`src/rtl/fft_pkg.sv`:
```
// Shared definitions for the FFT output path: default sizes, the complex
// sample layout and the index bit-reversal helper.
package fft_pkg;

  localparam int DATA_W_DEF = 34;
  localparam int N_LOG2_DEF = 4;

  // One complex sample: [33:17] real, [16:0] imaginary, two's complement.
  typedef struct packed {
    logic signed [16:0] re;
    logic signed [16:0] im;
  } cplx_t;

  // Reverses the low 'width' bits of idx; bits above width come back as 0.
  function automatic logic [15:0] bitrev(input logic [15:0] idx, input int width);
    logic [15:0] r;
    r = '0;
    for (int i = 0; i < 16; i++) begin
      if (i < width) r[i] = idx[width-1-i];
    end
    return r;
  endfunction

endpackage

```
`src/rtl/fft_bitrev_bank.sv`:
```
// One frame of sample storage: N x DATA_W registers, one synchronous write
// port and one combinational read port. Contents are never reset; the
// owner's full flags decide whether anything here is meaningful.
module fft_bitrev_bank
  import fft_pkg::*;
#(
  parameter int N_LOG2 = N_LOG2_DEF,
  parameter int DATA_W = DATA_W_DEF
) (
  input  logic              clk,
  input  logic              we,
  input  logic [N_LOG2-1:0] waddr,
  input  logic [DATA_W-1:0] wdata,
  input  logic [N_LOG2-1:0] raddr,
  output logic [DATA_W-1:0] rdata
);

  logic [DATA_W-1:0] mem [2**N_LOG2];

  // Store the incoming sample at its (already reordered) address.
  always_ff @(posedge clk) begin
    if (we) mem[waddr] <= wdata;
  end

  assign rdata = mem[raddr];

endmodule

```
`src/rtl/fft_bitrev_buf.sv`:
```
// Ping-pong reorder buffer behind the FFT core: frames arrive in bit-reversed
// index order, are written to their natural positions, and are replayed in
// natural order at one sample per clock.
// Optional build macro FFT_BITREV_SOP_CHK_EN adds the in_sop input and the
// sticky sop_err flag, and realigns the write counter on start-of-frame.
module fft_bitrev_buf
  import fft_pkg::*;
#(
  parameter int N_LOG2 = N_LOG2_DEF,
  parameter int DATA_W = DATA_W_DEF
) (
  input  logic              clk,
  input  logic              rst,
  input  logic              in_valid,
  output logic              in_ready,
  input  logic [DATA_W-1:0] in_data,
`ifdef FFT_BITREV_SOP_CHK_EN
  input  logic              in_sop,
  output logic              sop_err,
`endif
  output logic              out_valid,
  input  logic              out_ready,
  output logic [DATA_W-1:0] out_data,
  output logic              out_sop,
  output logic              out_eop
);

  localparam logic [N_LOG2-1:0] LAST = N_LOG2'((2**N_LOG2) - 1);

  logic              wb, rb;
  logic [1:0]        full;
  logic [N_LOG2-1:0] wcnt, rcnt;
  logic              accept, wr_en, wr_wrap;
  logic [N_LOG2-1:0] wr_idx, wcnt_nxt, waddr;
  logic              advance, rd_load, rd_last;
  logic [1:0]        set_m, clr_m;
  logic [DATA_W-1:0] rdata [2];
`ifdef FFT_BITREV_SOP_CHK_EN
  logic              sop_bad;
`endif

  // Ready depends only on state, never on in_valid.
  assign in_ready = !full[wb];
  assign accept   = in_valid && in_ready;

  // Decide what an accepted sample does to the frame being filled.
  always_comb begin
    wr_en    = accept;
    wr_idx   = wcnt;
    wcnt_nxt = wcnt + 1'b1;
`ifdef FFT_BITREV_SOP_CHK_EN
    sop_bad  = 1'b0;
    if (accept && in_sop && wcnt != '0) begin
      // Early start-of-frame: abandon the partial frame, restart at index 0.
      wr_idx   = '0;
      wcnt_nxt = N_LOG2'(1);
      sop_bad  = 1'b1;
    end else if (accept && !in_sop && wcnt == '0) begin
      // A frame may only begin on a marked sample; drop this one.
      wr_en    = 1'b0;
      wcnt_nxt = wcnt;
      sop_bad  = 1'b1;
    end
`endif
  end

  assign waddr   = N_LOG2'(bitrev(16'(wr_idx), N_LOG2));
  assign wr_wrap = wr_en && (wr_idx == LAST);

  assign advance = out_ready || !out_valid;
  assign rd_load = advance && full[rb];
  assign rd_last = rd_load && (rcnt == LAST);

  // Fill and drain always touch different banks, so both masks apply together.
  assign set_m = wr_wrap ? (2'b01 << wb) : 2'b00;
  assign clr_m = rd_last ? (2'b01 << rb) : 2'b00;

  for (genvar g = 0; g < 2; g++) begin : g_bank
    fft_bitrev_bank #(.N_LOG2(N_LOG2), .DATA_W(DATA_W)) u_bank (
      .clk   (clk),
      .we    (wr_en && (wb == 1'(g))),
      .waddr (waddr),
      .wdata (in_data),
      .raddr (rcnt),
      .rdata (rdata[g])
    );
  end

  // Write side: sample counter, fill bank pointer and per-bank full flags.
  always_ff @(posedge clk) begin
    if (rst) begin
      wb   <= 1'b0;
      wcnt <= '0;
      full <= 2'b00;
    end else begin
      if (accept)  wcnt <= wcnt_nxt;
      if (wr_wrap) wb   <= ~wb;
      full <= (full | set_m) & ~clr_m;
    end
  end

  // Read side: registered output stage replaying the full bank in order.
  always_ff @(posedge clk) begin
    if (rst) begin
      rb        <= 1'b0;
      rcnt      <= '0;
      out_valid <= 1'b0;
      out_data  <= '0;
      out_sop   <= 1'b0;
      out_eop   <= 1'b0;
    end else if (advance) begin
      if (full[rb]) begin
        out_valid <= 1'b1;
        out_data  <= rdata[rb];
        out_sop   <= (rcnt == '0);
        out_eop   <= (rcnt == LAST);
        rcnt      <= rcnt + 1'b1;
        if (rcnt == LAST) rb <= ~rb;
      end else begin
        out_valid <= 1'b0;
        out_sop   <= 1'b0;
        out_eop   <= 1'b0;
      end
    end
  end

`ifdef FFT_BITREV_SOP_CHK_EN
  // Framing error flag holds until reset.
  always_ff @(posedge clk) begin
    if (rst)          sop_err <= 1'b0;
    else if (sop_bad) sop_err <= 1'b1;
  end
`endif

endmodule

```
`config.mk`:
```
export PLATFORM = sky130hd
export DESIGN_NAME = fft_bitrev_buf
export DESIGN_NICKNAME = d
export VERILOG_FILES = /design/src/rtl/fft_pkg.sv /design/src/rtl/fft_bitrev_bank.sv /design/src/rtl/fft_bitrev_buf.sv
export SDC_FILE = /design/constraint.sdc
export NUM_CORES = 1
export LEC_CHECK = 0
export ABC_AREA = 1
export BUFFER_PORTS_ARGS = -buffer_cell sky130_fd_sc_hd__buf_2
export CAP_MARGIN = 20
export CORE_UTILIZATION = 50
export DETAILED_ROUTE_END_ITERATION = 7
export PLACE_DENSITY = 0.65
export SYNTH_ARGS = -nofsm -noshare
export SYNTH_HDL_FRONTEND = slang
export SYNTH_SLANG_ARGS = --single-unit
```
`constraint.sdc`:
```
create_clock -name clk -period 8.8 [get_ports clk]
set_clock_uncertainty 0.15 [all_clocks]
set_input_delay 0.44 -clock clk [delete_from_list [all_inputs] [get_ports clk]]
set_output_delay 0.44 -clock clk [all_outputs]
set_load 0.05 [all_outputs]
```
==> results of run 1 <==
[sequential cells by signal (all words and copies together) (netlist names), named ones only]
| register | flops |
|---|---|
| out_eop | 1 |
| wb | 1 |
| rcnt | 4 |
| out_sop | 1 |
| out_valid | 1 |
| rb | 1 |
| g_bank.u_bank.mem | 1088 |
| full | 2 |
| out_data | 34 |
| wcnt | 4 |
[where the power goes]
part           switching [mW]  internal (mW)  leakage (nW)
sequential            0.00684           5.97          10.2
combinational           0.147         0.0365          6.05
clock                    1.98           2.66          1.74
[routing by layer]
| metal | routed length (um) | GRT usage, % |
|---|---|---|
| met4 | 3523 | 8.363 |
| met5 | 26 | 0 |
| met1 | 51410 | 37.13 |
| met3 | 9164 | 3.308 |
| met2 | 59400 | 44.15 |
[cell type report]
| class | instances | share of cell area (%) |
|---|---|---|
| well taps | 1176 | 2.911 |
| clock inverters | 68 | 1.176 |
| flip-flops and latches | 1141 | 66.76 |
| inverters | 24 | 0.2376 |
| repair buffers | 136 | 1.792 |
| diodes | 2 | 0.009901 |
| clock buffers | 137 | 5.844 |
| multi-input cells | 2452 | 21.27 |
[cells in the final DEF, fill, tap and decap left out, types with 27 or more instances in the layout]
cell,instances
sky130_fd_sc_hd__a21oi_1,45
sky130_fd_sc_hd__o21ai_0,43
sky130_fd_sc_hd__buf_2,75
sky130_fd_sc_hd__nand3_1,897
sky130_fd_sc_hd__nand2_1,1409
sky130_fd_sc_hd__clkbuf_16,110
sky130_fd_sc_hd__edfxtp_1,1088
sky130_fd_sc_hd__dfxtp_1,48
sky130_fd_sc_hd__nor2_4,27
sky130_fd_sc_hd__clkinv_1,30
sky130_fd_sc_hd__buf_4,52
[critical path: stages, from the launching register on]
cell and delay (ps):
sky130_fd_sc_hd__dfxtp_4 820, sky130_fd_sc_hd__inv_16 350, sky130_fd_sc_hd__buf_12 480, sky130_fd_sc_hd__nand2_1 240, sky130_fd_sc_hd__nand3_1 90, sky130_fd_sc_hd__nand3_1 160, sky130_fd_sc_hd__nand2_1 110, sky130_fd_sc_hd__nand2_1 80
sky130_fd_sc_hd__nand3_1 80, sky130_fd_sc_hd__nand2_1 140, sky130_fd_sc_hd__a21oi_1 70
[logic make-up after synthesis]
group	Yosys count	synth area share, %
AND/OR/NAND/NOR	2357	21.88
flip-flops	1141	73.81
buffers and inverters	273	3.168
AO/OA/AOI/OAI	89	0.9747
adder cells (fa/ha/maj)	6	0.1643
[stage by stage]
stage	std cells	util (%)
after global routing	5135	55.99
after CTS	5134	55.98
after floorplan	3866	-
after detailed placement	4925	52.01
final	5136	55.99
after global placement	4924	51.99
[final timing paths]
kind	startpoint	to	slack, ps
hold / removal	in_data[14]	g_bank[0].u_bank.mem[11][14]$_DFFE_PP_	110
hold reg to reg	out_sop$_SDFFE_PP0P_	out_sop$_SDFFE_PP0P_	320
setup / recovery	register	out_data[19]$_SDFFE_PP0N_	5220
setup reg to reg	register	out_data[19]$_SDFFE_PP0N_	5220
==> flow_results.xml, run 1 <==
<?xml version="1.0" encoding="UTF-8"?>
<metrics>
  <group name="yosys">
    <metric name="synth.yosys.warnings" unit="">0</metric>
    <metric name="synthTopCellsByArea" unit="">sky130_fd_sc_hd__edfxtp_1 71%, sky130_fd_sc_hd__nand2_1 12%, sky130_fd_sc_hd__nand3_1 9.8%</metric>
    <metric name="synth.yosys.seq_area_share" unit="%">73.81</metric>
    <metric name="ys_seq_elements" unit="">1141</metric>
    <metric name="yosysUniqueCellTypes" unit="">26</metric>
    <metric name="synth_top_cell_area_share" unit="%">71.49</metric>
    <metric name="synth-edff-count" unit="">1088</metric>
    <metric name="synthesis.instances" unit="">3866</metric>
    <metric name="netlist_area" unit="mm2">0.04570</metric>
    <metric name="synth_area_leader_cell" unit="">sky130_fd_sc_hd__edfxtp_1</metric>
    <metric name="syn_nets" unit="">3910</metric>
    <metric name="synth.most_common_cell" unit="">sky130_fd_sc_hd__nand2_1</metric>
    <metric name="synth.avg_cell_area" unit="um2">11.82</metric>
    <metric name="synth_common_cells" unit="">1409 x sky130_fd_sc_hd__nand2_1, 1088 x sky130_fd_sc_hd__edfxtp_1, 897 x sky130_fd_sc_hd__nand3_1</metric>
    <metric name="asyncSetResetFlopFracSynth" unit="%">0</metric>
    <metric name="dominantRegCellSynth" unit="">sky130_fd_sc_hd__edfxtp_1</metric>
  </group>
  <group name="final_layout">
    <metric name="multi_input_comb_area" unit="mm2">0.01075</metric>
    <metric name="area_delta_synth_final" unit="%">10.61</metric>
    <metric name="finish.instance_area" unit="mm2">0.05055</metric>
    <metric name="drive_above_1_share" unit="%">8.489</metric>
    <metric name="n_fill_cell" unit="">7342</metric>
    <metric name="final-seq-area" unit="mm2">0.03375</metric>
    <metric name="fin_nets" unit="">3908</metric>
  </group>
  <group name="route">
    <metric name="drt_iter0_markers" unit="">3564</metric>
    <metric name="remaining_drc_errors" unit="">0</metric>
    <metric name="vias_per_cell" unit="">5.788</metric>
    <metric name="number_of_nets_still_failing_antenna_checks_after_routing" unit="">0</metric>
    <metric name="totalWireLength" unit="mm">123.5</metric>
    <metric name="routed_wire_length_per_instance" unit="um">24.05</metric>
    <metric name="vias" unit="">29730</metric>
    <metric name="drtPass1Iterations" unit="">6</metric>
  </group>
  <group name="power">
    <metric name="vdd.ir_drop.worst" unit="uV">151.1</metric>
    <metric name="totalPowerFinal" unit="mW">10.81</metric>
    <metric name="power.density" unit="mW/mm2">213.8</metric>
    <metric name="cellLeakagePower" unit="nW">18.03</metric>
  </group>
  <group name="floorplanning">
    <metric name="initial_utilization" unit="%">50.62</metric>
    <metric name="rows" unit="">110</metric>
    <metric name="ioPinCount" unit="">76</metric>
    <metric name="dieWidth" unit="um">304.3</metric>
    <metric name="design.core.area" unit="mm2">0.09029</metric>
    <metric name="die_area" unit="mm2">0.09261</metric>
    <metric name="die_height" unit="um">304.3</metric>
  </group>
  <group name="cts">
    <metric name="tritoncts" unit="">done</metric>
    <metric name="post-cts-setup-buffer-count" unit="">0</metric>
    <metric name="cts.repair.resized" unit="">0</metric>
    <metric name="cts-root-to-sink-buffers" unit="">3</metric>
    <metric name="ctsHoldBuffers" unit="">4</metric>
    <metric name="clock_sinks" unit="">1141</metric>
    <metric name="clkTransAtPathRegs" unit="ps">60</metric>
    <metric name="cts_max_level" unit="">3</metric>
    <metric name="worstSkewPairLatency" unit="ps">690</metric>
    <metric name="numCtsBuffers" unit="">109</metric>
    <metric name="clockRootBuffer" unit="">sky130_fd_sc_hd__clkbuf_16</metric>
  </group>
  <group name="global_routing">
    <metric name="grt_util_all_layers" unit="%">26.72</metric>
    <metric name="grt_pass1_wl" unit="mm">183.8</metric>
    <metric name="grt_pass1_vias" unit="">28290</metric>
    <metric name="gr-total-overflow" unit="">0</metric>
    <metric name="grt_antenna_before_repair" unit="">9</metric>
    <metric name="grt_start_max_net_pins" unit="">230</metric>
  </group>
  <group name="sta">
    <metric name="hold_viol_final" unit="">0</metric>
    <metric name="setup_viol" unit="">0</metric>
    <metric name="min_period_over_period" unit="%">40.65</metric>
    <metric name="grt_setup_unrepaired" unit="">false</metric>
    <metric name="report.final.slew_viol_count" unit="">0</metric>
    <metric name="tightest_slew_margin_relative_to_the_limit" unit="%">17.30</metric>
    <metric name="hold_ws" unit="ps">107.0</metric>
    <metric name="worst_pin_slew" unit="ps">1241</metric>
    <metric name="finalWorstSetupSlack" unit="ps">5223</metric>
    <metric name="fmax" unit="MHz">279.5</metric>
    <metric name="finalWorstPathRequiredPeriod" unit="ps">3577</metric>
    <metric name="totalNegativeSetupSlack" unit="ps">0</metric>
  </group>
  <group name="place">
    <metric name="io_buffer_count" unit="">75</metric>
    <metric name="globalplace.congestion" unit="">0.7860</metric>
    <metric name="place_worst_setup_slack" unit="ps">5239</metric>
    <metric name="placement.cell_area" unit="mm2">0.04696</metric>
    <metric name="dp_hpwl" unit="mm">58.63</metric>
  </group>
  <group name="outcome">
    <metric name="outcome" unit="">complete, no violations</metric>
  </group>
  <group name="worst_setup_path">
    <metric name="criticalPathCategory" unit="">register to register</metric>
    <metric name="timing.critical_path.required" unit="ps">9160</metric>
    <metric name="start_kind" unit="">register</metric>
    <metric name="end_kind" unit="">register</metric>
    <metric name="critical_path_fanouts_max" unit="">229</metric>
    <metric name="timing.reg2reg.worst_path_depth" unit="">10</metric>
    <metric name="cp.arrival" unit="ps">3940</metric>
  </group>
  <group name="hold_path">
    <metric name="hold-path-cell-count" unit="">1</metric>
    <metric name="hp-class" unit="">primary input to register</metric>
  </group>
  <group name="run">
    <metric name="max_cap_viol_count" unit="">0</metric>
  </group>
</metrics>
No activity file was read; power rests on OpenSTA's default activity.
==> inputs of run 2 (changes only) <==
clock period = 3.6 ns   (was 8.8 ns; I/O delays follow)
==> flow_results.xml, run 2 (synthesis results as in run 1) <==
<?xml version="1.0" encoding="UTF-8"?>
<metrics>
  <group name="outcome">
    <metric name="outcome" unit="">complete, no violations</metric>
  </group>
  <group name="worst_setup_path">
    <metric name="buf_inv_stages_crit_path" unit="">2</metric>
    <metric name="path_delay_family" unit="">simple AND/OR/NAND/NOR gates</metric>
    <metric name="cp.arrival" unit="ps">2830</metric>
    <metric name="cp_cell_sequence" unit="">or2_1 &gt; nand2_2 &gt; nand2_2 &gt; or2_1 &gt; buf_4 &gt; nor2_4 &gt; buf_4</metric>
    <metric name="criticalPathCategory" unit="">register to register</metric>
    <metric name="critical_path_fanouts_max" unit="">35</metric>
    <metric name="start_kind" unit="">register</metric>
    <metric name="crit_path_max_incr_delay" unit="ps">530</metric>
    <metric name="timing.critical_path.required" unit="ps">3750</metric>
    <metric name="timing.critical_path.slowest_stage_cell" unit="">sky130_fd_sc_hd__buf_4</metric>
    <metric name="end_kind" unit="">register</metric>
  </group>
  <group name="floorplanning">
    <metric name="dieWidth" unit="um">304.3</metric>
    <metric name="rows" unit="">110</metric>
    <metric name="die_height" unit="um">304.3</metric>
    <metric name="design.core.area" unit="mm2">0.09029</metric>
    <metric name="die_area" unit="mm2">0.09261</metric>
    <metric name="initial_utilization" unit="%">50.62</metric>
    <metric name="ioPinCount" unit="">76</metric>
  </group>
  <group name="route">
    <metric name="routed_wire_length_per_instance" unit="um">23.76</metric>
    <metric name="vias" unit="">30050</metric>
    <metric name="number_of_nets_still_failing_antenna_checks_after_routing" unit="">0</metric>
    <metric name="drt_iter0_markers" unit="">3293</metric>
    <metric name="totalWireLength" unit="mm">124.0</metric>
    <metric name="drtPass1Iterations" unit="">7</metric>
    <metric name="remaining_drc_errors" unit="">0</metric>
    <metric name="vias_per_cell" unit="">5.759</metric>
  </group>
  <group name="cts">
    <metric name="cts_max_level" unit="">3</metric>
    <metric name="cts-root-to-sink-buffers" unit="">3</metric>
    <metric name="worstSkewPairLatency" unit="ps">680</metric>
    <metric name="numCtsBuffers" unit="">115</metric>
    <metric name="clock_sinks" unit="">1141</metric>
    <metric name="clockRootBuffer" unit="">sky130_fd_sc_hd__clkbuf_16</metric>
    <metric name="tritoncts" unit="">done</metric>
    <metric name="cts.repair.resized" unit="">0</metric>
    <metric name="clkTransAtPathRegs" unit="ps">60</metric>
    <metric name="ctsHoldBuffers" unit="">38</metric>
    <metric name="post-cts-setup-buffer-count" unit="">0</metric>
  </group>
  <group name="sta">
    <metric name="hold_ws" unit="ps">191.1</metric>
    <metric name="report.final.slew_viol_count" unit="">0</metric>
    <metric name="worst_pin_slew" unit="ps">1153</metric>
    <metric name="totalNegativeSetupSlack" unit="ps">0</metric>
    <metric name="finalWorstPathRequiredPeriod" unit="ps">2683</metric>
    <metric name="min_period_over_period" unit="%">74.53</metric>
    <metric name="setup_viol" unit="">0</metric>
    <metric name="tightest_slew_margin_relative_to_the_limit" unit="%">23.02</metric>
    <metric name="grt_setup_unrepaired" unit="">false</metric>
    <metric name="fmax" unit="MHz">372.7</metric>
    <metric name="hold_viol_final" unit="">0</metric>
  </group>
  <group name="final_layout">
    <metric name="mostFrequentLayoutCells" unit="">1409 x sky130_fd_sc_hd__nand2_1, 1088 x sky130_fd_sc_hd__edfxtp_1, 897 x sky130_fd_sc_hd__nand3_1</metric>
    <metric name="reg_top3" unit="">g_bank.u_bank.mem: 1088 flops, out_data: 34 flops</metric>
    <metric name="largest_register_ffs" unit="">1088</metric>
    <metric name="area_delta_synth_final" unit="%">12.81</metric>
    <metric name="finish.instance_area" unit="mm2">0.05156</metric>
    <metric name="mostFrequentLayoutCell" unit="">sky130_fd_sc_hd__nand2_1</metric>
    <metric name="top_register" unit="">g_bank.u_bank.mem</metric>
    <metric name="fin_nets" unit="">3988</metric>
    <metric name="number_of_diodes_added_for_antenna_fixing" unit="">0</metric>
    <metric name="drive_above_1_share" unit="%">9.500</metric>
  </group>
  <group name="global_routing">
    <metric name="gr-total-overflow" unit="">0</metric>
    <metric name="grtUsageMet1" unit="%">38.34</metric>
    <metric name="global_route_track_usage_on_met2" unit="%">42.10</metric>
    <metric name="grt_antenna_before_repair" unit="">1</metric>
    <metric name="grt_pass1_wl" unit="mm">183.4</metric>
    <metric name="globalRoute.busiestLayer" unit="">met2</metric>
    <metric name="groute.layer.met3.usage" unit="%">4.255</metric>
    <metric name="grt_start_max_net_pins" unit="">192</metric>
    <metric name="grt_util_all_layers" unit="%">26.65</metric>
    <metric name="grt_pass1_vias" unit="">28320</metric>
  </group>
  <group name="power">
    <metric name="cellLeakagePower" unit="nW">18.53</metric>
    <metric name="totalPowerFinal" unit="mW">26.74</metric>
    <metric name="vdd.ir_drop.worst" unit="uV">422.4</metric>
    <metric name="power.density" unit="mW/mm2">518.7</metric>
  </group>
  <group name="hold_path">
    <metric name="hp-class" unit="">primary input to register</metric>
  </group>
  <group name="place">
    <metric name="io_buffer_count" unit="">75</metric>
    <metric name="placement.cell_area" unit="mm2">0.04751</metric>
    <metric name="dp_hpwl" unit="mm">63.71</metric>
    <metric name="globalplace.congestion" unit="">0.8356</metric>
  </group>
  <group name="run">
    <metric name="max_cap_viol_count" unit="">0</metric>
  </group>
</metrics>
[run 2: cell count changes in the layout (fill, tap and decap cells not counted), moves of 3 or more]
cell | before | now
sky130_fd_sc_hd__dlygate4sd3_1 | 4 | 38
sky130_fd_sc_hd__buf_4 | 52 | 73
sky130_fd_sc_hd__buf_12 | 5 | 24
sky130_fd_sc_hd__clkbuf_16 | 110 | 116
sky130_fd_sc_hd__clkbuf_1 | 17 | 22
sky130_fd_sc_hd__clkbuf_8 | 10 | 7
sky130_fd_sc_hd__clkinv_1 | 30 | 27
sky130_fd_sc_hd__nor3_2 | 6 | 3
sky130_fd_sc_hd__nor3_4 | 0 | 3
[run 2: per-layer routing]
metal  wire, um  share of wire (%)
met1      52560                 42
met2      57260                 46
met3      10320                8.3
met4       3816                3.1
met5          9             0.0073
[run 2: metrics by stage]
stage / cells / util, % / setup slack [ps]
detailed placement: 4965 / 52.62 / 944.9
global placement: 4965 / 52.62 / 996.5
floorplan: 3866 / - / -624.7
CTS: 5218 / 57.10 / 937.8
global route: 5218 / 57.10 / 822.8
finish: 5218 / 57.10 / 916.9
[run 2: power breakdown]
part	total, mW	internal (mW)	switching, mW
registers	14.6	14.6	0.0171
clock network	11.6	6.62	5.01
logic	0.497	0.119	0.378
[run 2: final cells by class]
cell class / count / area, um2
fillers: 7289 / 38730
flip-flops and latches: 1141 / 33750
multi-input cells: 2452 / 10770
clock buffers: 145 / 3082
repair buffers: 210 / 1784
well taps: 1176 / 1471
clock inverters: 70 / 580.6
inverters: 24 / 120.1
[run 2: path summary, 6_finish.rpt]
kind                                           start  slack (ps)                                     end  cells after the start
worst max-delay path                 wb$_SDFFE_PP0N_         920  g_bank[0].u_bank.mem[15][17]$_DFFE_PP_                      7
worst min-delay path                             rst         190                    out_sop$_SDFFE_PP0P_                      3
worst max register to register       wb$_SDFFE_PP0N_         920  g_bank[0].u_bank.mem[15][17]$_DFFE_PP_                      7
worst min register to register  out_sop$_SDFFE_PP0P_         320                    out_sop$_SDFFE_PP0P_                      2
[run 2: tightest hold or removal path: stages]
cell and delay, ps:
sky130_fd_sc_hd__dlygate4sd3_1 530, sky130_fd_sc_hd__buf_2 210, sky130_fd_sc_hd__a21oi_1 60
